===== src/rtl/key_debounce_ch.sv =====
// One push-button channel: two-flop synchroniser, debounce FSM, and hold/auto-repeat timing.
// All outputs are registered; pulses are one cycle wide.
module key_debounce_ch #(
  parameter logic [19:0] CNT_MAX    = 20'd999_999,
  parameter logic [25:0] LONG_MAX   = 26'd49_999_999,
  parameter logic [23:0] REPEAT_MAX = 24'd9_999_999
) (
  input  logic sys_clk,
  input  logic sys_rst_n,
  input  logic key_in,
  output logic key_level,
  output logic key_press,
  output logic key_release,
  output logic key_long,
  output logic key_repeat
);

  localparam logic [1:0] IDLE      = 2'd0;
  localparam logic [1:0] PRESS_FLT = 2'd1;
  localparam logic [1:0] DOWN      = 2'd2;
  localparam logic [1:0] REL_FLT   = 2'd3;

  logic        sync1_q, ks_q;
  logic [1:0]  state_q, state_d;
  logic [19:0] cnt_q, cnt_d;
  logic [25:0] hold_q, hold_d;
  logic [23:0] rpt_q, rpt_d;
  logic        rpt_en_q, rpt_en_d;
  logic        level_q, level_d;
  logic        press_q, press_d;
  logic        release_q, release_d;
  logic        long_q, long_d;
  logic        repeat_q, repeat_d;

  always_comb begin
    state_d   = state_q;
    cnt_d     = cnt_q;
    hold_d    = hold_q;
    rpt_d     = rpt_q;
    rpt_en_d  = rpt_en_q;
    level_d   = level_q;
    press_d   = 1'b0;
    release_d = 1'b0;
    long_d    = 1'b0;
    repeat_d  = 1'b0;
    case (state_q)
      IDLE: begin
        if (!ks_q) begin
          state_d = PRESS_FLT;
          cnt_d   = '0;
        end
      end
      PRESS_FLT: begin
        if (ks_q) begin
          state_d = IDLE;
        end else if (cnt_q == CNT_MAX) begin
          state_d  = DOWN;
          press_d  = 1'b1;
          level_d  = 1'b1;
          hold_d   = '0;
          rpt_en_d = 1'b0;
        end else begin
          cnt_d = cnt_q + 20'd1;
        end
      end
      DOWN: begin
        if (ks_q) begin
          state_d = REL_FLT;
          cnt_d   = '0;
        end
      end
      default: begin
        if (!ks_q) begin
          state_d = DOWN;
        end else if (cnt_q == CNT_MAX) begin
          state_d   = IDLE;
          release_d = 1'b1;
          level_d   = 1'b0;
        end else begin
          cnt_d = cnt_q + 20'd1;
        end
      end
    endcase

    // Hold timing runs while held, but is muted on the release edge itself.
    if ((state_q == DOWN || state_q == REL_FLT) && state_d != IDLE) begin
      if (hold_q != LONG_MAX) hold_d = hold_q + 26'd1;
      if (hold_q == LONG_MAX && !rpt_en_q) begin
        long_d   = 1'b1;
        rpt_en_d = 1'b1;
        rpt_d    = '0;
      end else if (rpt_en_q) begin
        if (rpt_q == REPEAT_MAX) begin
          repeat_d = 1'b1;
          rpt_d    = '0;
        end else begin
          rpt_d = rpt_q + 24'd1;
        end
      end
    end
  end

  always_ff @(posedge sys_clk or negedge sys_rst_n) begin
    if (!sys_rst_n) begin
      sync1_q   <= 1'b1;
      ks_q      <= 1'b1;
      state_q   <= IDLE;
      cnt_q     <= '0;
      hold_q    <= '0;
      rpt_q     <= '0;
      rpt_en_q  <= 1'b0;
      level_q   <= 1'b0;
      press_q   <= 1'b0;
      release_q <= 1'b0;
      long_q    <= 1'b0;
      repeat_q  <= 1'b0;
    end else begin
      sync1_q   <= key_in;
      ks_q      <= sync1_q;
      state_q   <= state_d;
      cnt_q     <= cnt_d;
      hold_q    <= hold_d;
      rpt_q     <= rpt_d;
      rpt_en_q  <= rpt_en_d;
      level_q   <= level_d;
      press_q   <= press_d;
      release_q <= release_d;
      long_q    <= long_d;
      repeat_q  <= repeat_d;
    end
  end

  assign key_level   = level_q;
  assign key_press   = press_q;
  assign key_release = release_q;
  assign key_long    = long_q;
  assign key_repeat  = repeat_q;

endmodule


===== src/rtl/key_filter.sv =====
// Debounces KEY_W independent active-low push-buttons into clean level,
// press/release, long-press and auto-repeat events.
module key_filter #(
  parameter int          KEY_W      = 4,
  parameter logic [19:0] CNT_MAX    = 20'd999_999,
  parameter logic [25:0] LONG_MAX   = 26'd49_999_999,
  parameter logic [23:0] REPEAT_MAX = 24'd9_999_999
) (
  input  logic             sys_clk,
  input  logic             sys_rst_n,
  input  logic [KEY_W-1:0] key_in,
  output logic [KEY_W-1:0] key_level,
  output logic [KEY_W-1:0] key_press,
  output logic [KEY_W-1:0] key_release,
  output logic [KEY_W-1:0] key_long,
  output logic [KEY_W-1:0] key_repeat
);

  for (genvar i = 0; i < KEY_W; i++) begin : g_ch
    key_debounce_ch #(
      .CNT_MAX    (CNT_MAX),
      .LONG_MAX   (LONG_MAX),
      .REPEAT_MAX (REPEAT_MAX)
    ) u_ch (
      .sys_clk     (sys_clk),
      .sys_rst_n   (sys_rst_n),
      .key_in      (key_in[i]),
      .key_level   (key_level[i]),
      .key_press   (key_press[i]),
      .key_release (key_release[i]),
      .key_long    (key_long[i]),
      .key_repeat  (key_repeat[i])
    );
  end

endmodule


===== config.mk =====
export PLATFORM = sky130hd
export DESIGN_NAME = key_filter
export DESIGN_NICKNAME = d
export VERILOG_FILES = /design/src/rtl/key_debounce_ch.sv /design/src/rtl/key_filter.sv
export SDC_FILE = /design/constraint.sdc
export NUM_CORES = 1
export LEC_CHECK = 0
export CAP_MARGIN = 20
export CORE_MARGIN = 2
export CORE_UTILIZATION = 44
export DETAILED_ROUTE_END_ITERATION = 12
export HOLD_SLACK_MARGIN = 0.05
export PLACE_DENSITY_LB_ADDON = 0.2
export SYNTH_ARGS = -nofsm -noshare
export SYNTH_HDL_FRONTEND = slang
export SYNTH_HIERARCHICAL = 1
export SYNTH_SLANG_ARGS = --single-unit

===== constraint.sdc =====
create_clock -name sys_clk -period 7.85 [get_ports sys_clk]
set_input_delay 2.355 -clock sys_clk [delete_from_list [all_inputs] [get_ports sys_clk]]
set_output_delay 2.355 -clock sys_clk [all_outputs]
set_load 0.03 [all_outputs]

; ---- Yosys cells after proc, flatten, opt, wreduce, memory -nomap -nowiden
; Index checks and enable logic that the tools add are counted.
[classes]
eq_ne = 40
muxes = 168
n_bitwise = 4
addsub = 12
n_reduce_logical = 56
[op_table]
columns = cell, count
row1 = $mux 26, 20
row2 = $mux 20, 20
row3 = $mux 24, 12
row4 = $pmux 20 s3, 4
row5 = $add 26x1->26 const B, 4
row6 = $eq 26x26->1 const B, 4
row7 = $ne 26x26->1 const B, 4
row8 = $add 24x1->24 const B, 4
row9 = $eq 24x24->1 const B, 4
row10 = $add 20x1->20 const B, 4
row11 = $eq 20x20->1 const B, 4
row12 = $mux 1, 80
row13 = $mux 2, 24
row14 = $reduce_and 4->1, 8
row15 = $pmux 2 s3, 4
row16 = $reduce_bool 2->1, 12
row17 = $eq 2x2->1 const B, 8
row18 = $ne 2x2->1 const B, 8
row19 = $reduce_bool 3->1, 4
row20 = $reduce_or 3->1, 4
row21 = $eq 2x1->1 const B, 4
row22 = $logic_and 1x1->1, 8
row23 = $logic_not 2->1, 4
row24 = $ne 2x1->1 const B, 4
row25 = 6 further kinds, 24
[word_totals]
elab_cells = 328
inputBits = 6
ff_bits = 320

; ---- Longest topological paths before layout
[depth]
word_depth = 7
depth_mapped = 10
mapped_depth_nobuf = 8

; ---- Cells and area by module
; Netlist, hierarchy kept.
[by_module_without_submodules]
columns = module, area_each_um2, cells_per_inst, instances, seq_area_each_um2
row1 = key_debounce_ch at g_ch[0].u_ch ..., 4628.2, 508, 3, 2004.4
row2 = key_debounce_ch at g_ch[3].u_ch, 4330.4, 478, 1, 2004.4

; ---- Worst setup path after synthesis
; No wires, ideal clock.
[synth_path]
kind = register -> output
startpoint = reg g_ch[3].u_ch.level_q
endpoint = out key_level[3]
required_time_ns = 5.495
setup_slack_ns = 4.999
t_arrival_ns = 0.496
stages_incl_launch_ff = 1
n_path_buf = 0
cell_sequence = dfrtp_1
[synth_lines]
columns = item, line_no
row1 = from (decl), key_debounce_ch.sv:29  ; logic level_q, level_d;
row2 = from (signal assigned), key_debounce_ch.sv:125  ; level_q <= level_d;
row3 = to (decl), key_filter.sv:12  ; output logic [KEY_W-1:0] key_level,
; No word-level cell between the ends.

; ---- Worst setup path after layout
[layout_path]
startpoint = reg g_ch[2].u_ch.level_q
endpoint = out key_level[2]
[layout_lines]
columns = item, line_no
row1 = from (decl), key_debounce_ch.sv:29
row2 = from (signal assigned), key_debounce_ch.sv:125
; No word-level cell between the ends.

==> results.ini <==
[finish]
utilization_pct = 49.5
layout_commonest_cell = dfrtp_1
final_cell_mix = dfrtp_1, nor2_1, nand2_1, nand3_1, o21ai_0
fin_nets = 2012
num_antenna_cells = 0
drive_gt1_share_pct = 7.26
area_growth_pct = 11.0

[clocking]
cts-resized-gates = 0
insertion_delay_ns = 0.56
postCtsSetupBuffers = 0
cts_root_buf = clkbuf_16
clock_sinks = 320
clk_path_buf_depth = 3
cts_buffers = 38
clkSlewWorstSetupHoldPaths_ns = 0.06
cts_tree = built
ctsHoldBuffers = 0
htreeDepth = 2

[synthesis]
synth_fa_ha_area_share_pct = 0.824
async_flop_share_pct = 100
netlist_instances = 2002
syn-cell-area_um2 = 18200
synth_top_area_share_pct = 42.9
ys_warn_count = 6
ys_dominant_reg_cell = dfrtp_1
ys_seq_area_share_pct = 44.0
synth_xor_area_share_pct = 3.99
avgSynthCellArea_um2 = 9.10
ys_types = 72
synth_seq_cells = 320
syn_nets = 2020
synth-compound-area-share_pct = 15.4
synth_largest_area_cell = dfrtp_1
synth-edff-count = 0
post_synth_and_or_nand_nor_area_fraction_pct = 30.3
synth_mux_area_share_pct = 2.01
synth_area_leaders = dfrtp_1, nand3_1, nand4_1, nor2_1, nand2_1
synth_top_family_by_area = simple AND/OR/NAND/NOR gates

[run_status]
outcome = complete, no violations

[place]
gp_congestion = 0.831
hpwlAfterDp_um = 28100
port-buffer-count = 25

[routing]
drcViolationCount = 0
route.antenna.remaining_nets = 0
vias = 15566
via_per_inst = 6.09
wirelength_um = 42900
drt_iter0_markers = 949
dr.pass1.iters = 5
avgRoutedWirePerCell_um = 16.8

[critical_path]
crit_type = reg -> out
crit_buf_inv = 1
end_kind = primary output
r2r_cells = 6
rr_startpoint = g_ch[0].u_ch/cnt_q[11]
critical_path.startpoint_type = register
critPathMaxFanout = 3
cp_cell_sequence = clkdlybuf4s50_1
cp.required_ns = 5.50
worst_path_largest_cell_delay_ns = 0.68
cp_slowest_cell = clkdlybuf4s50_1
r2r_end = g_ch[0].u_ch/hold_q[12]
cp_top_family = buffers and inverters
reg2reg_slack_ns = 4.91
critPathArrivalTime_ns = 1.60

[floorplanning]
core-area_um2 = 40800
start_util_pct = 44.6
fp.dieW_um = 207
num_rows = 74
dieArea_um2 = 43000
ios = 26
die_h_um = 207

[global_routing]
grt_pass1_vias = 14892
grt_start_max_net_pins = 121
grt_pass1_wl_um = 73500
antenna_found_initial = 0
grt_overflow = 0
grt_usage_pct = 19.8

[power]
p_leak_nw = 8.26
powerDensity_nw_per_um2 = 178
finalPower_mw = 3.60
ir_drop_mv = 0.147

[sta]
fin_crit_ns = 3.96
tightestPinTransition_ns = 1.05
hold_violations = 0
rsz0062_at_grt = false
finalClockSkew_ns = 0.0220
max_freq_mhz = 253
period_share_pct = 50.4
holdWs_ns = 0.346
slew_viol_final = 0
relSlewSlack_pct = 29.1
final-setup-viol-count = 0
setup_tns_ns = 0

[hold_path]
worstHoldStart = g_ch[0].u_ch/sync1_q
worstHoldPathCells = 0
min_to = g_ch[0].u_ch/ks_q
min_path_type = reg -> reg

[run]
drv_cap = 0

-- where the power goes --
part	switching [mW]	internal (mW)
clock	0.700	1.16
sequential	0.0121	1.66
combinational	0.0514	0.0160
-- layout make-up --
type	instances	area, um2
Multi-Input combinational cell	1533	9570
Sequential cell	320	8020
Clock inverter	12	185
Timing Repair Buffer	47	442
Clock buffer	58	1130
Inverter	54	203
Tap cell	532	666
Fill cell	3812	20600
-- through the flow --
| stage | std cells | instance area (um2) | setup WS [ns] |
|---|---|---|---|
| after floorplan | 2002 | 18200 | 5.00 |
| after global placement | 2481 | 18900 | 4.30 |
| after detailed placement | 2482 | 18900 | 4.28 |
| after CTS | 2552 | 20200 | 3.85 |
| after global routing | 2556 | 20200 | 3.84 |
| final | 2556 | 20200 | 3.89 |
-- state kept, by name, summed over array words and instances (netlist names) --
name and count:
g_ch.u_ch/rpt_q 96, g_ch.u_ch/key_long 4, g_ch.u_ch/hold_q 104, g_ch.u_ch/state_q 8, g_ch.u_ch/sync1_q 4, g_ch.u_ch/key_level 4, g_ch.u_ch/key_press 4, g_ch.u_ch/rpt_en_q 4
g_ch.u_ch/key_release 4, g_ch.u_ch/cnt_q 80, g_ch.u_ch/key_repeat 4, g_ch.u_ch/ks_q 4
-- metal layers --
layer	GRT usage [%]	vias up	part of all wire (%)
li1	-	7566	-
met1	27.8	7656	48
met2	31.6	281	46
met3	2.71	63	3.9
met4	6.75	0	2.2
met5	0	-	0
-- Yosys cell counts (13+ instances only) --
master	number
or4b_2	13
nor4_1	60
or4_1	39
inv_1	54
nand2_1	155
o21ai_0	112
nand3_1	127
dfrtp_1	312
xnor2_1	38
clkbuf_1	68
a21o_1	20
a221o_1	21
xor2_1	45
and2_1	27
a22o_1	13
or3_1	34
o211ai_1	25
and4_1	16
nand2b_1	29
a211oi_1	32
nor2_1	159
o31ai_1	20
a211o_1	21
nor3_1	86
a21oi_1	54
a31oi_1	15
mux2i_1	32
and3_1	70
nand4_1	96
-- worst register-to-register path: stages, from the launching register on --
cell and delay (ns):
dfrtp_1 0.42, or4_1 0.60, nor4_1 0.74, nand2_1 0.26, nand2b_1 0.40, inv_1 0.23
o21ai_0 0.21
-- cell families (layout without fill, tap and decap cells) --
family | Yosys count | in the layout
AND/OR/NAND/NOR | 994 | 994
buffers and inverters | 149 | 171
XOR/XNOR | 83 | 83
AO/OA/AOI/OAI | 408 | 408
adder cells (fa/ha/maj) | 12 | 12
multiplexers | 36 | 36
flip-flops | 320 | 320
-- worst max-delay path by stage --
stage / startpoint / endpoint / slack [ns] / cells after the start
2_1_floorplan: g_ch[3].u_ch/key_level / key_level[3] / 5.00 / 0
3_3_place_gp: sys_rst_n / g_ch[2].u_ch/key_long / 4.30 / 2
3_5_place_dp: sys_rst_n / g_ch[2].u_ch/key_long / 4.28 / 2
4_1_cts: g_ch[2].u_ch/key_level / key_level[2] / 3.85 / 1
5_1_grt: g_ch[2].u_ch/key_level / key_level[2] / 3.84 / 1
6_report: g_ch[2].u_ch/key_level / key_level[2] / 3.89 / 1
Power figures use the tool's default switching activity.
